===== src/rtl/fifo_arb_pkg.sv =====
// Shared types and width helpers for the FIFO write arbiter and its priority picker.
package fifo_arb_pkg;

    typedef enum logic [0:0] {
        ARB_IDLE  = 1'b0,
        ARB_BURST = 1'b1
    } arb_state_t;

    // Index width, kept at least 1 bit so a degenerate single-entry vector still has a port.
    function automatic int idx_width(input int n);
        return (n > 1) ? $clog2(n) : 1;
    endfunction

    function automatic int cnt_width(input int max_burst);
        return $clog2(max_burst + 1);
    endfunction

endpackage


===== src/rtl/fifo_wr_arbiter_rr_picker.sv =====
// Combinational rotating-priority encoder: first set request at or after rr_ptr, wrapping.
module rr_picker
    import fifo_arb_pkg::*;
#(
    parameter int NUM_REQ = 4,
    parameter int IDX_W   = idx_width(NUM_REQ)
) (
    input  logic [NUM_REQ-1:0] req,
    input  logic [IDX_W-1:0]   rr_ptr,
    output logic               valid,
    output logic [IDX_W-1:0]   winner
);

    logic [IDX_W-1:0]   cand [NUM_REQ];
    logic [NUM_REQ-1:0] hit;

    generate
        for (genvar gi = 0; gi < NUM_REQ; gi++) begin : g_offset
            // rr_ptr + offset never reaches 2*NUM_REQ, so one conditional subtract wraps it.
            logic [IDX_W:0] sum;
            assign sum      = {1'b0, rr_ptr} + (IDX_W+1)'(gi);
            assign cand[gi] = (sum >= (IDX_W+1)'(NUM_REQ)) ?
                              IDX_W'(sum - (IDX_W+1)'(NUM_REQ)) : sum[IDX_W-1:0];
            assign hit[gi]  = req[cand[gi]];
        end
    endgenerate

    always_comb begin
        valid  = 1'b0;
        winner = '0;
        for (int i = NUM_REQ - 1; i >= 0; i--) begin
            if (hit[i]) begin
                valid  = 1'b1;
                winner = cand[i];
            end
        end
    end

endmodule


===== src/rtl/fifo_wr_arbiter.sv =====
// Round-robin arbiter sharing one FIFO write port among NUM_REQ producers, with locked bursts.
module fifo_wr_arbiter
    import fifo_arb_pkg::*;
#(
    parameter  int NUM_REQ    = 4,
    parameter  int DATA_WIDTH = 8,
    parameter  int MAX_BURST  = 4,
    localparam int IDX_W      = idx_width(NUM_REQ),
    localparam int CNT_W      = cnt_width(MAX_BURST)
) (
    input  logic                          clk,
    input  logic                          rst,
    input  logic [NUM_REQ-1:0]            req_i,
    input  logic [NUM_REQ*DATA_WIDTH-1:0] data_i,
    input  logic [NUM_REQ-1:0]            last_i,
    output logic [NUM_REQ-1:0]            gnt_o,
    input  logic                          fifo_full_i,
    output logic                          fifo_wr_en_o,
    output logic [DATA_WIDTH-1:0]         fifo_d_o,
    output logic [IDX_W-1:0]              owner_o,
    output logic                          busy_o
);

    arb_state_t         state_reg;
    logic [IDX_W-1:0]   rr_ptr_reg;
    logic [IDX_W-1:0]   owner_reg;
    logic [CNT_W-1:0]   beat_cnt_reg;

    logic               pick_valid;
    logic [IDX_W-1:0]   pick_idx;
    logic [NUM_REQ-1:0] grant;
    logic [DATA_WIDTH-1:0] masked_data [NUM_REQ];
    logic [DATA_WIDTH-1:0] d_mux;

    function automatic logic [IDX_W-1:0] next_idx(input logic [IDX_W-1:0] idx);
        return (idx == IDX_W'(NUM_REQ - 1)) ? '0 : idx + 1'b1;
    endfunction

    rr_picker #(
        .NUM_REQ (NUM_REQ),
        .IDX_W   (IDX_W)
    ) u_rr_picker (
        .req    (req_i),
        .rr_ptr (rr_ptr_reg),
        .valid  (pick_valid),
        .winner (pick_idx)
    );

    // Grant is zero-latency; reset and a full FIFO both force it off.
    always_comb begin
        grant = '0;
        if (!rst && !fifo_full_i) begin
            case (state_reg)
                ARB_IDLE: begin
                    if (pick_valid) begin
                        grant[pick_idx] = 1'b1;
                    end
                end
                ARB_BURST: begin
                    if (req_i[owner_reg]) begin
                        grant[owner_reg] = 1'b1;
                    end
                end
                default: grant = '0;
            endcase
        end
    end

    generate
        for (genvar gi = 0; gi < NUM_REQ; gi++) begin : g_data_mask
            assign masked_data[gi] = data_i[gi*DATA_WIDTH +: DATA_WIDTH] & {DATA_WIDTH{grant[gi]}};
        end
    endgenerate

    always_comb begin
        d_mux = '0;
        for (int i = 0; i < NUM_REQ; i++) begin
            d_mux = d_mux | masked_data[i];
        end
    end

    assign gnt_o        = grant;
    assign fifo_wr_en_o = |grant;
    assign fifo_d_o     = d_mux;
    assign busy_o       = (state_reg == ARB_BURST);
    assign owner_o      = owner_reg;

    always_ff @(posedge clk) begin
        if (rst) begin
            state_reg    <= ARB_IDLE;
            rr_ptr_reg   <= '0;
            owner_reg    <= '0;
            beat_cnt_reg <= '0;
        end else begin
            case (state_reg)
                ARB_IDLE: begin
                    if (!fifo_full_i && pick_valid) begin
                        if (last_i[pick_idx] || (MAX_BURST == 1)) begin
                            rr_ptr_reg <= next_idx(pick_idx);
                        end else begin
                            state_reg    <= ARB_BURST;
                            owner_reg    <= pick_idx;
                            beat_cnt_reg <= CNT_W'(1);
                        end
                    end
                end
                ARB_BURST: begin
                    if (!req_i[owner_reg]) begin
                        // Owner dropped its request: release the lock without writing.
                        state_reg    <= ARB_IDLE;
                        rr_ptr_reg   <= next_idx(owner_reg);
                        beat_cnt_reg <= '0;
                    end else if (!fifo_full_i) begin
                        if (last_i[owner_reg] || (beat_cnt_reg == CNT_W'(MAX_BURST - 1))) begin
                            state_reg    <= ARB_IDLE;
                            rr_ptr_reg   <= next_idx(owner_reg);
                            beat_cnt_reg <= '0;
                        end else begin
                            beat_cnt_reg <= beat_cnt_reg + 1'b1;
                        end
                    end
                end
                default: begin
                    state_reg    <= ARB_IDLE;
                    beat_cnt_reg <= '0;
                end
            endcase
        end
    end

endmodule


===== config.mk =====
export PLATFORM = sky130hd
export DESIGN_NAME = fifo_wr_arbiter
export DESIGN_NICKNAME = d
export VERILOG_FILES = /design/src/rtl/fifo_arb_pkg.sv /design/src/rtl/fifo_wr_arbiter_rr_picker.sv /design/src/rtl/fifo_wr_arbiter.sv
export SDC_FILE = /design/constraint.sdc
export NUM_CORES = 1
export LEC_CHECK = 0
export CAP_MARGIN = 10
export CORE_MARGIN = 2
export CORE_UTILIZATION = 35
export DETAILED_ROUTE_END_ITERATION = 16
export GPL_TIMING_DRIVEN = 0
export PLACE_DENSITY_LB_ADDON = 0.15
export SYNTH_ARGS = -nofsm -noshare
export SYNTH_HDL_FRONTEND = slang
export SYNTH_HIERARCHICAL = 1
export SYNTH_SLANG_ARGS = --single-unit

===== constraint.sdc =====
create_clock -name clk -period 3.7 [get_ports clk]
set_input_delay 0.74 -clock clk [delete_from_list [all_inputs] [get_ports clk]]
set_output_delay 0.74 -clock clk [all_outputs]
set_load 0.02 [all_outputs]

==> metrics.txt, run 1 <==
Remaining Overflow, GRT 0; clk buf depth 2; Iter 0 DRT Violations 72; routed via count between 1000 and 1500; Ports 59; Internal just under 300 µW; Final ANT Viol Nets 0; # rows 21; reg2reg setup slack approximately 1.1 ns; Post-DP HPWL 3.27 mm; number of fill cells 326; Core Area about 3400 µm²; largest net degree at the start of global routing 11; Reg power frac 22.1%; Slew headroom 70.8%; max incr delay on CP 0.54 ns; vias per std cell approximately 5.3; antenna violations before repair 0; Worst Hold Endpoint beat_cnt_reg[1]; Die Footprint 4150 µm²; Final Util 59.1%; CP arrival 2.92 ns; Overall Global Routing Usage about a fifth; max_cap viols 0; power density cells roughly 250 nW/µm²; clk_lat worst skew 0.26 ns; Area Overhead vs Synth 57.8%; most numerous cell in the Yosys netlist and2_1; Yosys top cell by area dfxtp_1; crit share post-route between 90 and 100%; Post-DP Area approximately 1900 µm²; Max stage delay cell, worst path mux4_2; worst path cell trace clkdlybuf4s50_1 > mux4_2 > and2_1 > buf_2 > buf_6 > a41oi_2 > o211ai_1 > dlygate4sd2_1; post-place setup slack -0.499 ns; wire length per cell 15.1 µm; Highest Clock Rate between 200 and 300 MHz; Reg-to-Reg Start rr_ptr_reg[1]; die width 64.4 µm; NetSw 208 µW; data required time of the worst path slightly below 3 ns; syn nets 215; worst r2r dst beat_cnt_reg[0]; vias in the first global route ~1400; Synth Instances 162; register area 160 µm²; Worst Hold Launch beat_cnt_reg[1]; unrepaired setup endpoints after global routing true; nature of the critical path startpoint primary input; status completed; ys flop type dfxtp_1; FFs w/ async S/R, synth 0%; r2r worst-path depth 8; crit path kind in -> out; Pleak 0.000891 µW; final hold violation count 0; drt pass-1 iters 4; switching share of power between 40 and 50%; max FFs per register 3; fin worst setup slack between 0.03 and 0.04 ns; area of the multi-input gates slightly above 1000 µm²; Setup Viol. Count Final 0; Slew Limit Fails 0; post-synth top area share 12.5%; number of synthesized flops with an enable pin 0; HP Class reg -> reg; Die Y 64.4 µm; post-synthesis sequential area ratio about an eighth; Distinct cells, synth 40; clock buffer count from CTS 3; Cells on Worst Hold Path 2; Clk network pwr share roughly 14%; drt total wl between 4 and 5 mm; antenna diode count 0; Post-synth top cells and2_1, inv_1, nor2_1; Clock Sinks 8; Syn Area/Cell about 7.9 µm²; CTS tree yes; global-route wire length before repair 6.65 mm; Clock Skew between 0.006 and 0.007 ns; crit end category primary output; Peak supply drop 0.000178 V; number of I/O port buffers 58; Syn. warnings 6; hold buffers post-CTS 0; mapped cell area approximately 1300 µm²; clock root buffer clkbuf_4; layout cells sized above 1 between 20% and 30%; CTS clk-pin slew, worst paths 0.06 ns; Synth area leaders dfxtp_1, ha_1, and2_1; htree depth 1; GP Congestion about 0.85; DRC errors left 0; worst slew pin tran ~0.44 ns; Initial Utilization ~37%; Final min period between 3 and 4 ns; Seq cells post-synth 8; design area ~2000 µm²; Total Power 503 µW; crit path max fanout 10; combinational power share a little under two thirds; Nets between 200 and 300
-- power by group through the flow --
stage | clock network (µW) | registers (µW) | logic, µW
2_1_floorplan | 0 | 111 | 177
3_3_place_gp | 0 | 110 | 294
3_5_place_dp | 0 | 112 | 303
4_1_cts | 72.6 | 111 | 317
5_1_grt | 76.6 | 113 | 348
6_report | 70.2 | 111 | 321
-- worst max path at each step --
stage,from,slack [ns],cells after the start,endpoint
after floorplan,req_i[1],0.63,9,fifo_wr_en_o
after CTS,req_i[3],-0.003,9,gnt_o[0]
final,req_i[0],0.04,8,fifo_d_o[6]
after global routing,req_i[0],-0.06,11,fifo_d_o[6]
after detailed placement,req_i[1],-0.50,11,fifo_wr_en_o
after global placement,req_i[3],-0.45,9,fifo_d_o[6]
-- cells by family after synthesis --
group | count (synthesis) | synth area share (%)
and+or+nand+nor | 61 | 29.2
AOI/OAI and AO/OA | 43 | 27.0
buffers and inverters | 29 | 10.6
muxes | 11 | 11.0
adders and majority gates | 10 | 9.78
DFF | 8 | 12.5
-- final cells by class --
class                   instances  share of cell area [%]
clock buffers                   3                    1.12
plain buffers                  12                    3.72
repair buffers                 66                    30.1
well taps                      46                    2.85
flip-flops and latches          8                    7.94
multi-input cells             125                    51.1
inverters                      17                    3.16
-- critical path, delay by kind of cell --
family / cells / cell delay [ns]
buffers and inverters: 4 / 1.14
muxes: 1 / 0.54
AOI/OAI and AO/OA: 2 / 0.33
and+or+nand+nor: 1 / 0.18
-- metal layers --
layer / wire length [µm] / global-route usage [%] / share of wire, %
met4: 24 / 3.19 / 0.57
met1: 1890 / 25.0 / 45
met5: 0 / 0 / 0
met3: 152 / 3.99 / 3.6
met2: 2130 / 36.5 / 51
-- layout by cell type (no fill, tap or decap), types with 3 or more instances in the layout --
| cell | instances |
|---|---|
| dlymetal6s2s_1 | 4 |
| buf_6 | 3 |
| o211ai_1 | 8 |
| clkbuf_4 | 3 |
| nand2b_1 | 4 |
| a21oi_1 | 5 |
| buf_4 | 8 |
| a22oi_1 | 8 |
| clkbuf_1 | 3 |
| buf_2 | 4 |
| clkdlybuf4s50_1 | 43 |
| and4_1 | 8 |
| ha_1 | 9 |
| mux2i_1 | 4 |
| nor2b_1 | 3 |
| a41oi_1 | 6 |
| clkbuf_2 | 10 |
| inv_1 | 17 |
| nand2_1 | 3 |
| mux2_2 | 3 |
| nor2_1 | 12 |
| dlygate4sd2_1 | 3 |
| dfxtp_1 | 8 |
| and2_1 | 19 |
-- through the flow --
step	hold slack (ns)	cells	setup TNS, ns
after global routing	0.509	277	-0.0637
after floorplan	0.455	162	0
after CTS	0.490	275	-0.00426
after global placement	0.469	266	-4.88
final	0.486	277	0
after detailed placement	0.478	266	-5.33
-- timing repair --
item                                    in CTS  in global routing
buffers inserted                             6                  2
pin swaps                                    2                  2
endpoints found under the hold margin        0                  0
resized for setup                           26                 20
endpoints found under the setup margin      13                 12
(Power assumes the default switching activity.)
==> run 2: changes to the inputs <==
--- a/config.mk
+++ b/config.mk
@@ -9,7 +9,6 @@
 export CORE_MARGIN = 2
 export CORE_UTILIZATION = 35
 export DETAILED_ROUTE_END_ITERATION = 16
-export GPL_TIMING_DRIVEN = 0
 export PLACE_DENSITY_LB_ADDON = 0.15
 export SYNTH_ARGS = -nofsm -noshare
 export SYNTH_HDL_FRONTEND = slang
==> metrics.txt, run 2 (synthesis gave the netlist of run 1 again) <==
status completed (unchanged); Worst Hold Endpoint beat_cnt_reg[1] (unchanged); CTS tree yes (unchanged); Area Overhead vs Synth 56.6% (was 57.8%); most frequent cells in the layout clkdlybuf4s50_1, and2_1, inv_1 (unchanged); max incr delay on CP 0.52 ns (was 0.54 ns); Cells on Worst Hold Path 2 (unchanged); clk_lat worst skew 0.26 ns (about the same); r2r worst-path depth 9 (was 8); layout cells sized above 1 21.1% (was 21.2%); # rows 21 (unchanged); Post-DP HPWL 3.17 mm (was 3.27 mm); DRC errors left 0 (unchanged); Worst Hold Launch beat_cnt_reg[1] (unchanged); crit share post-route 96.3% (was 99.0%); Core Area 3420 µm² (unchanged); data required time of the worst path 2.96 ns (about the same); Iter 0 DRT Violations 59 (was 72); CP arrival 2.82 ns (was 2.92 ns); Die Footprint 4150 µm² (unchanged); Setup Viol. Count Final 0 (unchanged); Ports 59 (unchanged); number of fill cells 336 (was 326); crit end category primary output (unchanged); antenna violations before repair 0 (unchanged); largest net degree at the start of global routing 38 (was 11); worst path cell trace clkdlybuf4s50_1 > nor2_1 > a211oi_1 > nor2_2 > ha_1 > a32o_2 > buf_4 > a22oi_1 > o211ai_1 > clkdlybuf4s15_2 (was clkdlybuf4s50_1 > mux4_2 > and2_1 > buf_2 > buf_6 > a41oi_2 > o211ai_1 > dlygate4sd2_1); die width 64.4 µm (unchanged); Clock Sinks 8 (unchanged); antenna diode count 0 (unchanged); Slew Limit Fails 0 (unchanged); vias in the first global route 1469 (was 1416); Clock Skew 0.0139 ns (was 0.00613 ns); clock root buffer clkbuf_4 (unchanged); reg2reg setup slack 1.03 ns (was 1.06 ns); Final min period 3.56 ns (was 3.66 ns); drt total wl 3.98 mm (was 4.20 mm); Hold Slack 0.488 ns (was 0.486 ns); Post-Route Setup TNS 0 ns (unchanged); Post-DP Area 1980 µm² (was 1920 µm²); GP Congestion 0.791 (was 0.847); Peak supply drop 0.000168 V (was 0.000178 V); worst r2r dst beat_cnt_reg[0] (unchanged); Max stage delay cell, worst path clkdlybuf4s50_1 (was mux4_2); Initial Utilization 37.4% (unchanged); Reg-to-Reg Start rr_ptr_reg[1] (unchanged); htree depth 1 (unchanged); global-route wire length before repair 6.75 mm (was 6.65 mm); number of I/O port buffers 58 (unchanged); Die Y 64.4 µm (unchanged); Nets 283 (was 286); Final Util 58.6% (was 59.1%); design area 2000 µm² (was 2020 µm²); crit path max fanout 8 (was 10); crit path kind in -> out (unchanged); routed via count 1458 (was 1480); Pleak 0.000857 µW (was 0.000891 µW); drt pass-1 iters 4 (unchanged); power density cells 249 nW/µm² (about the same); unrepaired setup endpoints after global routing false (was true); Slew headroom 72.5% (was 70.8%); commonest non-fill, non-tap cell in the layout clkdlybuf4s50_1 (unchanged); HP Class reg -> reg (unchanged); final hold violation count 0 (unchanged); Highest Clock Rate 281 MHz (was 273 MHz); max FFs per register 3 (unchanged); clk buf depth 2 (unchanged); nature of the critical path startpoint primary input (unchanged); worst slew pin tran 0.412 ns (was 0.437 ns); Overall Global Routing Usage 20.1% (about the same); Final ANT Viol Nets 0 (unchanged); clock buffer count from CTS 3 (unchanged); vias per std cell 5.32 (was 5.34); wire length per cell 14.5 µm (was 15.1 µm); max_cap viols 0 (unchanged); CTS clk-pin slew, worst paths 0.06 ns (about the same); Remaining Overflow, GRT 0 (unchanged)
[run 2: metal layers]
layer  vias up  part of all wire, %  track usage, %
met2        36                   51            36.5
li1        741                    -               -
met5         -                    0               0
met3         0                  3.7            4.17
met4         0                    0            1.60
met1       681                   45            25.5
[run 2: report_power, final]
part | switching (µW) | total, µW | internal (µW)
combinational | 149 | 315 | 166
sequential | 16.8 | 113 | 96.0
clock | 32.6 | 69.9 | 37.3
total | 199 | 498 | 299
[run 2: area by class of cell]
| cell class | count | area [µm²] | share of cell area (%) |
|---|---|---|---|
| Inverter | 17 | 63.8 | 3.19 |
| Sequential cell | 8 | 160 | 8.00 |
| Tap cell | 46 | 57.6 | 2.88 |
| Timing Repair Buffer | 75 | 701 | 35.0 |
| Multi-Input combinational cell | 125 | 997 | 49.8 |
| Clock buffer | 3 | 22.5 | 1.13 |
[run 2: critical path: cells and delay by family]
family	cells	cell delay [ns]
buffers and inverters	3	0.96
adders and majority gates	1	0.21
AOI/OAI and AO/OA	4	0.75
and+or+nand+nor	2	0.17
[run 2: what timing repair did]
action / in CTS / in global routing
gates cloned: 0 / 0
setup buffers: 1 / 0
hold buffers: 0 / 0
hold endpoints to repair: 0 / 0
setup endpoints to repair: 13 / 10
resized for setup: 34 / 6
pin swaps: 1 / 0
[run 2: worst max path at each step]
stage / slack, ns / endpoint / start / depth (start not counted)
2_1_floorplan: 0.63 / fifo_wr_en_o / req_i[1] / 9
3_3_place_gp: -0.24 / fifo_d_o[6] / req_i[3] / 10
3_5_place_dp: -0.31 / fifo_d_o[6] / req_i[1] / 11
4_1_cts: 0.004 / gnt_o[1] / req_i[0] / 9
5_1_grt: 0.02 / fifo_d_o[3] / req_i[0] / 11
6_report: 0.14 / fifo_d_o[6] / req_i[0] / 10
[run 2: stage by stage]
stage,power [µW],worst slack (ns),std cells
3_3_place_gp,428,-0.245,270
3_5_place_dp,437,-0.310,270
4_1_cts,503,0.00361,274
5_1_grt,539,0.0152,274
2_1_floorplan,288,0.626,162
6_report,498,0.135,274
